### src/rtl/binary_mul_pkg.sv
// Shared types and helpers for the iterative radix-4 Booth multiplier.
package binary_mul_pkg;

  typedef enum logic [1:0] {
    IDLE = 2'd0,
    RUN  = 2'd1,
    DONE = 2'd2
  } mul_state_e;

  typedef struct packed {
    logic neg;
    logic two;
    logic zero;
  } booth_digit_t;

  function automatic int unsigned booth_iters(input int unsigned w);
    return w / 2 + 1;
  endfunction

endpackage

### src/rtl/booth_r4_enc.sv
// Radix-4 Booth recoder: 3-bit multiplier window {b[i+1], b[i], b[i-1]} to a digit in {0, +-1, +-2}.
module booth_r4_enc
  import binary_mul_pkg::*;
(
  input  logic [2:0]   win,
  output booth_digit_t digit
);

  always_comb begin
    digit      = '0;
    digit.zero = (win == 3'b000) || (win == 3'b111);
    digit.two  = (win == 3'b011) || (win == 3'b100);
    digit.neg  = win[2] & ~(win[1] & win[0]);
  end

endmodule

### src/rtl/binary_mul_booth_seq.sv
// Parametrised iterative radix-4 Booth multiplier with valid/ready handshakes on both sides.
module binary_mul_booth_seq
  import binary_mul_pkg::*;
#(
  parameter int unsigned W = 12
) (
  input  logic           clk,
  input  logic           rst,
  input  logic           in_valid,
  output logic           in_ready,
  input  logic [W-1:0]   a,
  input  logic [W-1:0]   b,
  input  logic           is_signed,
  output logic           out_valid,
  input  logic           out_ready,
  output logic [2*W-1:0] p
);

  localparam int unsigned N  = booth_iters(W);
  localparam int unsigned AW = 2 * W + 4;
  localparam int unsigned CW = $clog2(N);

  mul_state_e   state;
  logic [CW-1:0] cnt;
  logic [AW-1:0] acc;
  logic [AW-1:0] mcand;
  logic [W+2:0]  mplr;
  logic          out_valid_r;

  logic          accept;
  logic          last;
  logic [W+1:0]  a_ext;
  logic [W+1:0]  b_ext;
  booth_digit_t  digit;
  logic [AW-1:0] sel;
  logic [AW-1:0] addend;
  logic [AW-1:0] sum;

  assign in_ready  = (state == IDLE) || ((state == DONE) && out_ready);
  assign out_valid = out_valid_r;
  assign accept    = in_valid && in_ready;
  assign last      = (cnt == '0);

  // Two extra bits make unsigned operands non-negative under signed Booth recoding.
  assign a_ext = {{2{is_signed & a[W-1]}}, a};
  assign b_ext = {{2{is_signed & b[W-1]}}, b};

  booth_r4_enc u_enc (
    .win   (mplr[2:0]),
    .digit (digit)
  );

  // Multiplicand is pre-shifted each iteration, so one full-width adder covers every digit position.
  always_comb begin
    sel    = '0;
    addend = '0;
    if (!digit.zero) begin
      sel = digit.two ? {mcand[AW-2:0], 1'b0} : mcand;
    end
    addend = digit.neg ? ~sel : sel;
    sum    = acc + addend + AW'(digit.neg);
  end

  always_ff @(posedge clk or posedge rst) begin
    if (rst) begin
      state       <= IDLE;
      out_valid_r <= 1'b0;
      p           <= '0;
      cnt         <= '0;
      acc         <= '0;
      mcand       <= '0;
      mplr        <= '0;
    end else begin
      case (state)
        IDLE: begin
          if (accept) begin
            state <= RUN;
            acc   <= '0;
            mcand <= {{(W + 2){a_ext[W+1]}}, a_ext};
            mplr  <= {b_ext, 1'b0};
            cnt   <= CW'(N - 1);
          end
        end
        RUN: begin
          acc   <= sum;
          mcand <= mcand << 2;
          mplr  <= {{2{mplr[W+2]}}, mplr[W+2:2]};
          if (last) begin
            state       <= DONE;
            out_valid_r <= 1'b1;
            p           <= sum[2*W-1:0];
          end else begin
            cnt <= cnt - 1'b1;
          end
        end
        DONE: begin
          if (out_ready) begin
            out_valid_r <= 1'b0;
            if (in_valid) begin
              state <= RUN;
              acc   <= '0;
              mcand <= {{(W + 2){a_ext[W+1]}}, a_ext};
              mplr  <= {b_ext, 1'b0};
              cnt   <= CW'(N - 1);
            end else begin
              state <= IDLE;
            end
          end
        end
        default: begin
          state       <= IDLE;
          out_valid_r <= 1'b0;
        end
      endcase
    end
  end

endmodule
### config.mk
export PLATFORM = sky130hd
export DESIGN_NAME = binary_mul_booth_seq
export DESIGN_NICKNAME = d
export VERILOG_FILES = /design/src/rtl/binary_mul_pkg.sv /design/src/rtl/booth_r4_enc.sv /design/src/rtl/binary_mul_booth_seq.sv
export SDC_FILE = /design/constraint.sdc
export NUM_CORES = 1
export LEC_CHECK = 0
export BUFFER_PORTS_ARGS = -buffer_cell sky130_fd_sc_hd__buf_2
export CORE_ASPECT_RATIO = 0.8
export CORE_MARGIN = 4
export CORE_UTILIZATION = 25
export DETAILED_ROUTE_END_ITERATION = 8
export SYNTH_ARGS = -nofsm -noshare
export SYNTH_HDL_FRONTEND = slang
export SYNTH_SLANG_ARGS = --single-unit
### constraint.sdc
create_clock -name clk -period 3.3 [get_ports clk]
set_input_delay 0.495 -clock clk [delete_from_list [all_inputs] [get_ports clk]]
set_output_delay 0.495 -clock clk [all_outputs]
set_load 0.03 [all_outputs]
==> results of run 1 <==
==> flip-flops by register name, indices dropped and copies added, names as in the netlist <==
| signal | cells |
|---|---|
| mcand | 24 |
| p | 24 |
| acc | 24 |
| state | 2 |
| out_valid | 1 |
| mplr | 15 |
| cnt | 3 |
==> synth_stat cells, drive strengths merged, types with 6 or more instances <==
master  number  area [um^2]
buf          8         37.5
or4          6         45.0
nand3       55          275
a21oi       33          165
a221oi       7         61.3
dfrtp       93         2330
xor2        31          272
xnor2        7         61.3
a22oi       23          186
o21ai       72          368
nor3        12         60.1
inv         13         48.8
nand2      124          465
clkbuf      39          146
nor2        49          184
a31oi       24          156
ha          25          313
o21a         7         52.6
==> stage by stage <==
stage | area (um^2) | worst slack (ps) | setup TNS (ps) | std cells | utilization (%)
final | 7310 | 161 | 0 | 1103 | 32.1
after global routing | 7310 | 7.43 | 0 | 1103 | 32.1
after global placement | 6850 | 30.4 | 0 | 1085 | 30.1
after floorplan | 5860 | 223 | 0 | 708 | -
after detailed placement | 6850 | 6.20 | 0 | 1085 | 30.1
after CTS | 7210 | -12.9 | -12.9 | 1101 | 31.7
==> worst min path at each step <==
| stage | from | endpoint | slack [ps] | cells past startpoint |
|---|---|---|---|---|
| floorplan | mplr[14] | mplr[14] | 450 | 2 |
| global placement | p[2] | p[2] | 460 | 2 |
| detailed placement | p[5] | p[5] | 470 | 2 |
| CTS | rst | mplr[6] | 270 | 3 |
| global route | rst | mplr[6] | 290 | 3 |
| finish | rst | mplr[6] | 240 | 3 |
==> layout make-up <==
cell class | count | share of cell area (%)
multi-input combinational | 555 | 46.6
sequential | 93 | 31.8
timing repair buffer | 120 | 10.9
tap | 306 | 5.24
clock buffer | 10 | 3.13
clock inverter | 6 | 1.63
inverter | 13 | 0.702
==> worst max-delay path, cell delays in order, from the launching register on <==
cell and delay, ps:
dfrtp_2 450, xor2_2 200, buf_4 180, a22oi_1 140, o21ai_0 100, buf_4 150
ha_1 320, a21o_1 230, o21bai_1 200, a41oi_1 300, o31a_1 330, xnor2_1 180
buf_4 150, o21ai_0 60
==> layer usage <==
layer  wire length, um  up-vias  track usage, %  part of all wire [%]
met5                 0        -               0                     0
li1                  -     2727               -                     -
met1              8890     2624            20.8                    52
met3               811       17            3.07                   4.8
met4               181        0            2.40                   1.1
met2              7110      115            18.4                    42
==> timing repair <==
item / in CTS / in global routing
setup endpoints to repair: 2 / 29
buffers inserted: 0 / 2
pin swaps: 0 / 3
hold buffers: 0 / 0
gates cloned: 0 / 0
gates resized for setup: 2 / 22
hold endpoints to repair: 0 / 0
==> cells by family after synthesis <==
| group | count (synthesis) | synth area share (%) |
|---|---|---|
| buf+inv | 60 | 3.97 |
| simple gates | 276 | 21.1 |
| xor+xnor | 38 | 5.68 |
| mux | 3 | 0.512 |
| compound gates | 212 | 23.4 |
| flops | 93 | 39.7 |
| fa+ha+maj | 26 | 5.68 |
==> impl_results.md, run 1 <==
- Hold Violations, Final: 0
- Drt drc: 0
- Clk Latency, worst-skew pair: 360 ps
- Drt wl/cell: 15.4 um
- Share of flip-flops with an asynchronous set or reset: 100%
- Count of different cell masters after synthesis: 56
- Io pins: 55
- Crit Path Class: reg2reg
- Max Root-Sink Buffers: 2
- Die area: 26000 um^2
- Leading register cell type out of synthesis: dfrtp_1
- Share of layout cells above drive strength 1: 20.5%
- Ant. Diodes: 0
- Area Growth Syn to Fin: 24.7%
- Register area: 2330 um^2
- Total number of vias: 5483
- Multi-input gate area: 3410 um^2
- Layout net count: 847
- Post-synth EDFFs: 0
- Reg2reg path depth: 13
- Routed Antenna Nets: 0
- Die width: 179 um
- Largest net degree at the start of global routing: 94
- CTS tree: done
- Post-layout min period: 3140 ps
- Fill count: 2394
- Critical path peak fanout: 7
- Max-slew violation count: 0
- Vias in the first global route: 5159
- Hold WS: 243 ps
- Num CTS Buffers: 9
- Cell count after synthesis: 708
- Worst Tran Pin Value: 668 ps
- Arrival @ worst endpoint: 3360 ps
- Yosys warnings: 0
- Gr usage total: 13.2%
- Area of the core: 22700 um^2
- Global-route wire length before repair: 28000 um
- Cell area after synthesis: 5860 um^2
- RSZ-0062 raised after global routing: yes
- GRT overflow: 0
- Site Rows: 49
- Startpoint Class: flop
- Initial antenna violation count: 0
- Reg2reg end: acc[15]
- Syn Nets: 763
- WL final: 17000 um
- Final period utilization: 95.1%
- Clk root buf: clkbuf_16
- Starting Density: 25.8%
- Sequential share of the synthesized area: 39.7%
- Worst Skew: 8.97 ps
- Post-synthesis register bit count: 93
- Port-buffer cells: 54
- Initial drt markers: 424
- Rel. slew slack: 55.4%
- TritonCTS sink count: 93
- DR pass1 iterations: 5
- Required time of the critical path: 3520 ps
- Crit. End Element: flop
- Reg2reg setup slack: 160 ps
- Critical Path Source: mplr[0]
- Fmax: 0.319 GHz
- H-tree depth: 3
- Setup-failing EPs final: 0
- Mean Syn Cell Area: 8.28 um^2
- FF-to-FF Start: mplr[0]
- Most frequent cells in the layout: 123 x nand2_1, 92 x dfrtp_1, 66 x o21ai_0
- Die Ht: 145 um
- Vias per cell: 4.97
- Gpl congestion: 0.931
- Clock-pin slew on the worst setup and hold paths: 70 ps
- Worst setup path endpoint: acc[15]
- DP HPWL: 12400 um
- Max-cap viol count: 0
- Outcome: finished, final reports clean
- Worst hold-check path type: in2async
- Commonest non-fill, non-tap cell in the layout: nand2_1
Power of run 1 is not shown: default switching activity piles up to over one toggle a cycle in this logic, so the estimate is an artifact.
==> run 2: changes to the inputs <==
--- a/config.mk
+++ b/config.mk
@@ -9,6 +9,7 @@
 export CORE_ASPECT_RATIO = 0.8
 export CORE_MARGIN = 4
 export CORE_UTILIZATION = 25
+export CTS_BUF_LIST = sky130_fd_sc_hd__clkbuf_4 sky130_fd_sc_hd__clkbuf_8 sky130_fd_sc_hd__clkbuf_16
 export DETAILED_ROUTE_END_ITERATION = 8
 export SYNTH_ARGS = -nofsm -noshare
 export SYNTH_HDL_FRONTEND = slang
==> run 2 against run 1 <==
Effect of this change: flip-flop and latch count unchanged; global-route usage about the same; highest routed layer unchanged; register-to-register slack hardly changed; cell count stayed put; non-clock buffer count unchanged; largest cell class unchanged; utilization is essentially flat.
==> impl_results.md, run 2 (synthesis results as in run 1) <==
- Outcome: finished, final reports clean
- Site Rows: 49 (unchanged)
- Layout net count: 847 (unchanged)
- Initial drt markers: 433 (+2.1%)
- Arrival @ worst endpoint: 3360 ps (about the same)
- DR pass1 iterations: 5 (unchanged)
- RSZ-0062 raised after global routing: yes
- Fmax: 0.319 GHz (about the same)
- Area of the core: 22700 um^2 (unchanged)
- Gpl congestion: 0.931 (unchanged)
- Routed Antenna Nets: 0 (unchanged)
- Fin cells: 1103 (unchanged)
- Biggest regs: acc (24), mcand (24), p (24)
- Clock-pin slew on the worst setup and hold paths: 70 ps (about the same)
- Crit. End Element: flop
- Critical Path Max Stage Delay: 450 ps (about the same)
- Vias in the first global route: 5146 (-0.25%)
- Area Growth Syn to Fin: 24.7% (about the same)
- Critical path peak fanout: 7 (unchanged)
- CTS tree: done
- Die area: 26000 um^2 (unchanged)
- Share of layout cells above drive strength 1: 20.6% (+0.13 points)
- Multi-input gate area: 3410 um^2 (unchanged)
- Die width: 179 um (unchanged)
- Hold Violations, Final: 0 (unchanged)
- H-tree depth: 3 (unchanged)
- Most used cell, CP: buf_4
- Slowest-stage cell, CP: dfrtp_2
- Global-route wire length before repair: 27900 um (-0.22%)
- Final core utilization: 32.2% (about the same)
- WL final: 16900 um (-0.29%)
- Initial antenna violation count: 0 (unchanged)
- Max-cap viol count: 0 (unchanged)
- Num CTS Buffers: 9 (unchanged)
- Gr usage total: 13.1% (-0.033 points)
- Worst Tran Pin Value: 670 ps (+1.73 ps)
- Starting Density: 25.8% (unchanged)
- Ant. Diodes: 0 (unchanged)
- Max-slew violation count: 0 (unchanged)
- Hold Buf Count CTS: 0 (unchanged)
- CP Cell Sequence: xor2_2 > buf_4 > a22oi_1 > o21ai_0 > buf_4 > ha_1 > a21o_1 > o21bai_1 > a41oi_1 > o31a_1 > xnor2_1 > buf_4 > o21ai_0
- Clk root buf: clkbuf_16
- Clk Latency, worst-skew pair: 360 ps (about the same)
- Setup-failing EPs final: 0 (unchanged)
- Vias per cell: 4.96 (-0.13%)
- Post-layout min period: 3140 ps (-0.425 ps)
- Dpl cells: 1085 (unchanged)
- Rel. slew slack: 55.2% (-0.12 points)
- Worst hold-check path type: in2async
- Worst Skew: 8.93 ps (-0.0400 ps)
- Io pins: 55 (unchanged)
- Fill count: 2392 (-0.084%)
- Setup_tns: 0 ps (unchanged)
- Startpoint Class: flop
- Register area: 2330 um^2 (unchanged)
- Most frequent cells in the layout: 123 x nand2_1, 92 x dfrtp_1, 66 x o21ai_0
- TritonCTS sink count: 93 (unchanged)
- Max Root-Sink Buffers: 2 (unchanged)
- Port-buffer cells: 54 (unchanged)
- Drt drc: 0 (unchanged)
- Total number of vias: 5476 (-0.13%)
- Required time of the critical path: 3520 ps (about the same)
- Final period utilization: 95.1% (about the same)
- GRT overflow: 0 (unchanged)
- Largest net degree at the start of global routing: 94 (unchanged)
- Drt wl/cell: 15.4 um (-0.29%)
- Die Ht: 145 um (unchanged)
- Crit Path Class: reg2reg
- DP HPWL: 12400 um (unchanged)
- Commonest non-fill, non-tap cell in the layout: nand2_1
## run 2: cell counts in the layout (fill, tap and decap cells not counted)
Identical to the previous run, type by type.
## run 2: final cells by class
cell class	instances	area share, %
multi-input combinational	555	46.6
timing repair buffer	120	10.9
clock inverter	6	1.62
tap	306	5.23
clock buffer	10	3.18
sequential	93	31.8
inverter	13	0.701
## run 2: worst paths after layout
kind	startpoint	endpoint	slack [ps]	cells after the start
max	mplr[0]	acc[15]	160	13
min	rst	mplr[6]	240	3
max reg2reg	mplr[0]	acc[15]	160	13
min reg2reg	p[7]	p[7]	470	2
max in group asynchronous	rst	acc[3]	2640	3
min in group clk	a[0]	mcand[0]	380	3
## run 2: through the flow
step | cell area (um^2) | setup slack (ps) | hold slack, ps
finish | 7320 | 162 | 243
global route | 7320 | 7.43 | 287
CTS | 7210 | -12.9 | 270
detailed placement | 6850 | 6.20 | 466
global placement | 6850 | 30.4 | 459
floorplan | 5860 | 223 | 447
## run 2: worst max-delay path, delay by kind of cell, from the launching register on
family                     cells  cell delay (ps)
xor gates and xnor gates       2              380
buffers and inverters          3              480
adders and majority gates      1              320
DFF                            1              450
AOI/OAI and AO/OA              7             1360
## run 2: timing repair
item / 4_1_cts / 5_1_grt
resized for setup: 2 / 22
setup endpoints to repair: 2 / 29
pin swaps: 0 / 3
buffers inserted: 0 / 2
hold endpoints to repair: 0 / 0
## run 2: metal layers
layer	routed length, um	global-route usage [%]
met1	8890	20.8
met2	7030	18.3
met3	810	3.07
met4	200	2.40
met5	0	0
Power of run 2 is left out for the same reason.
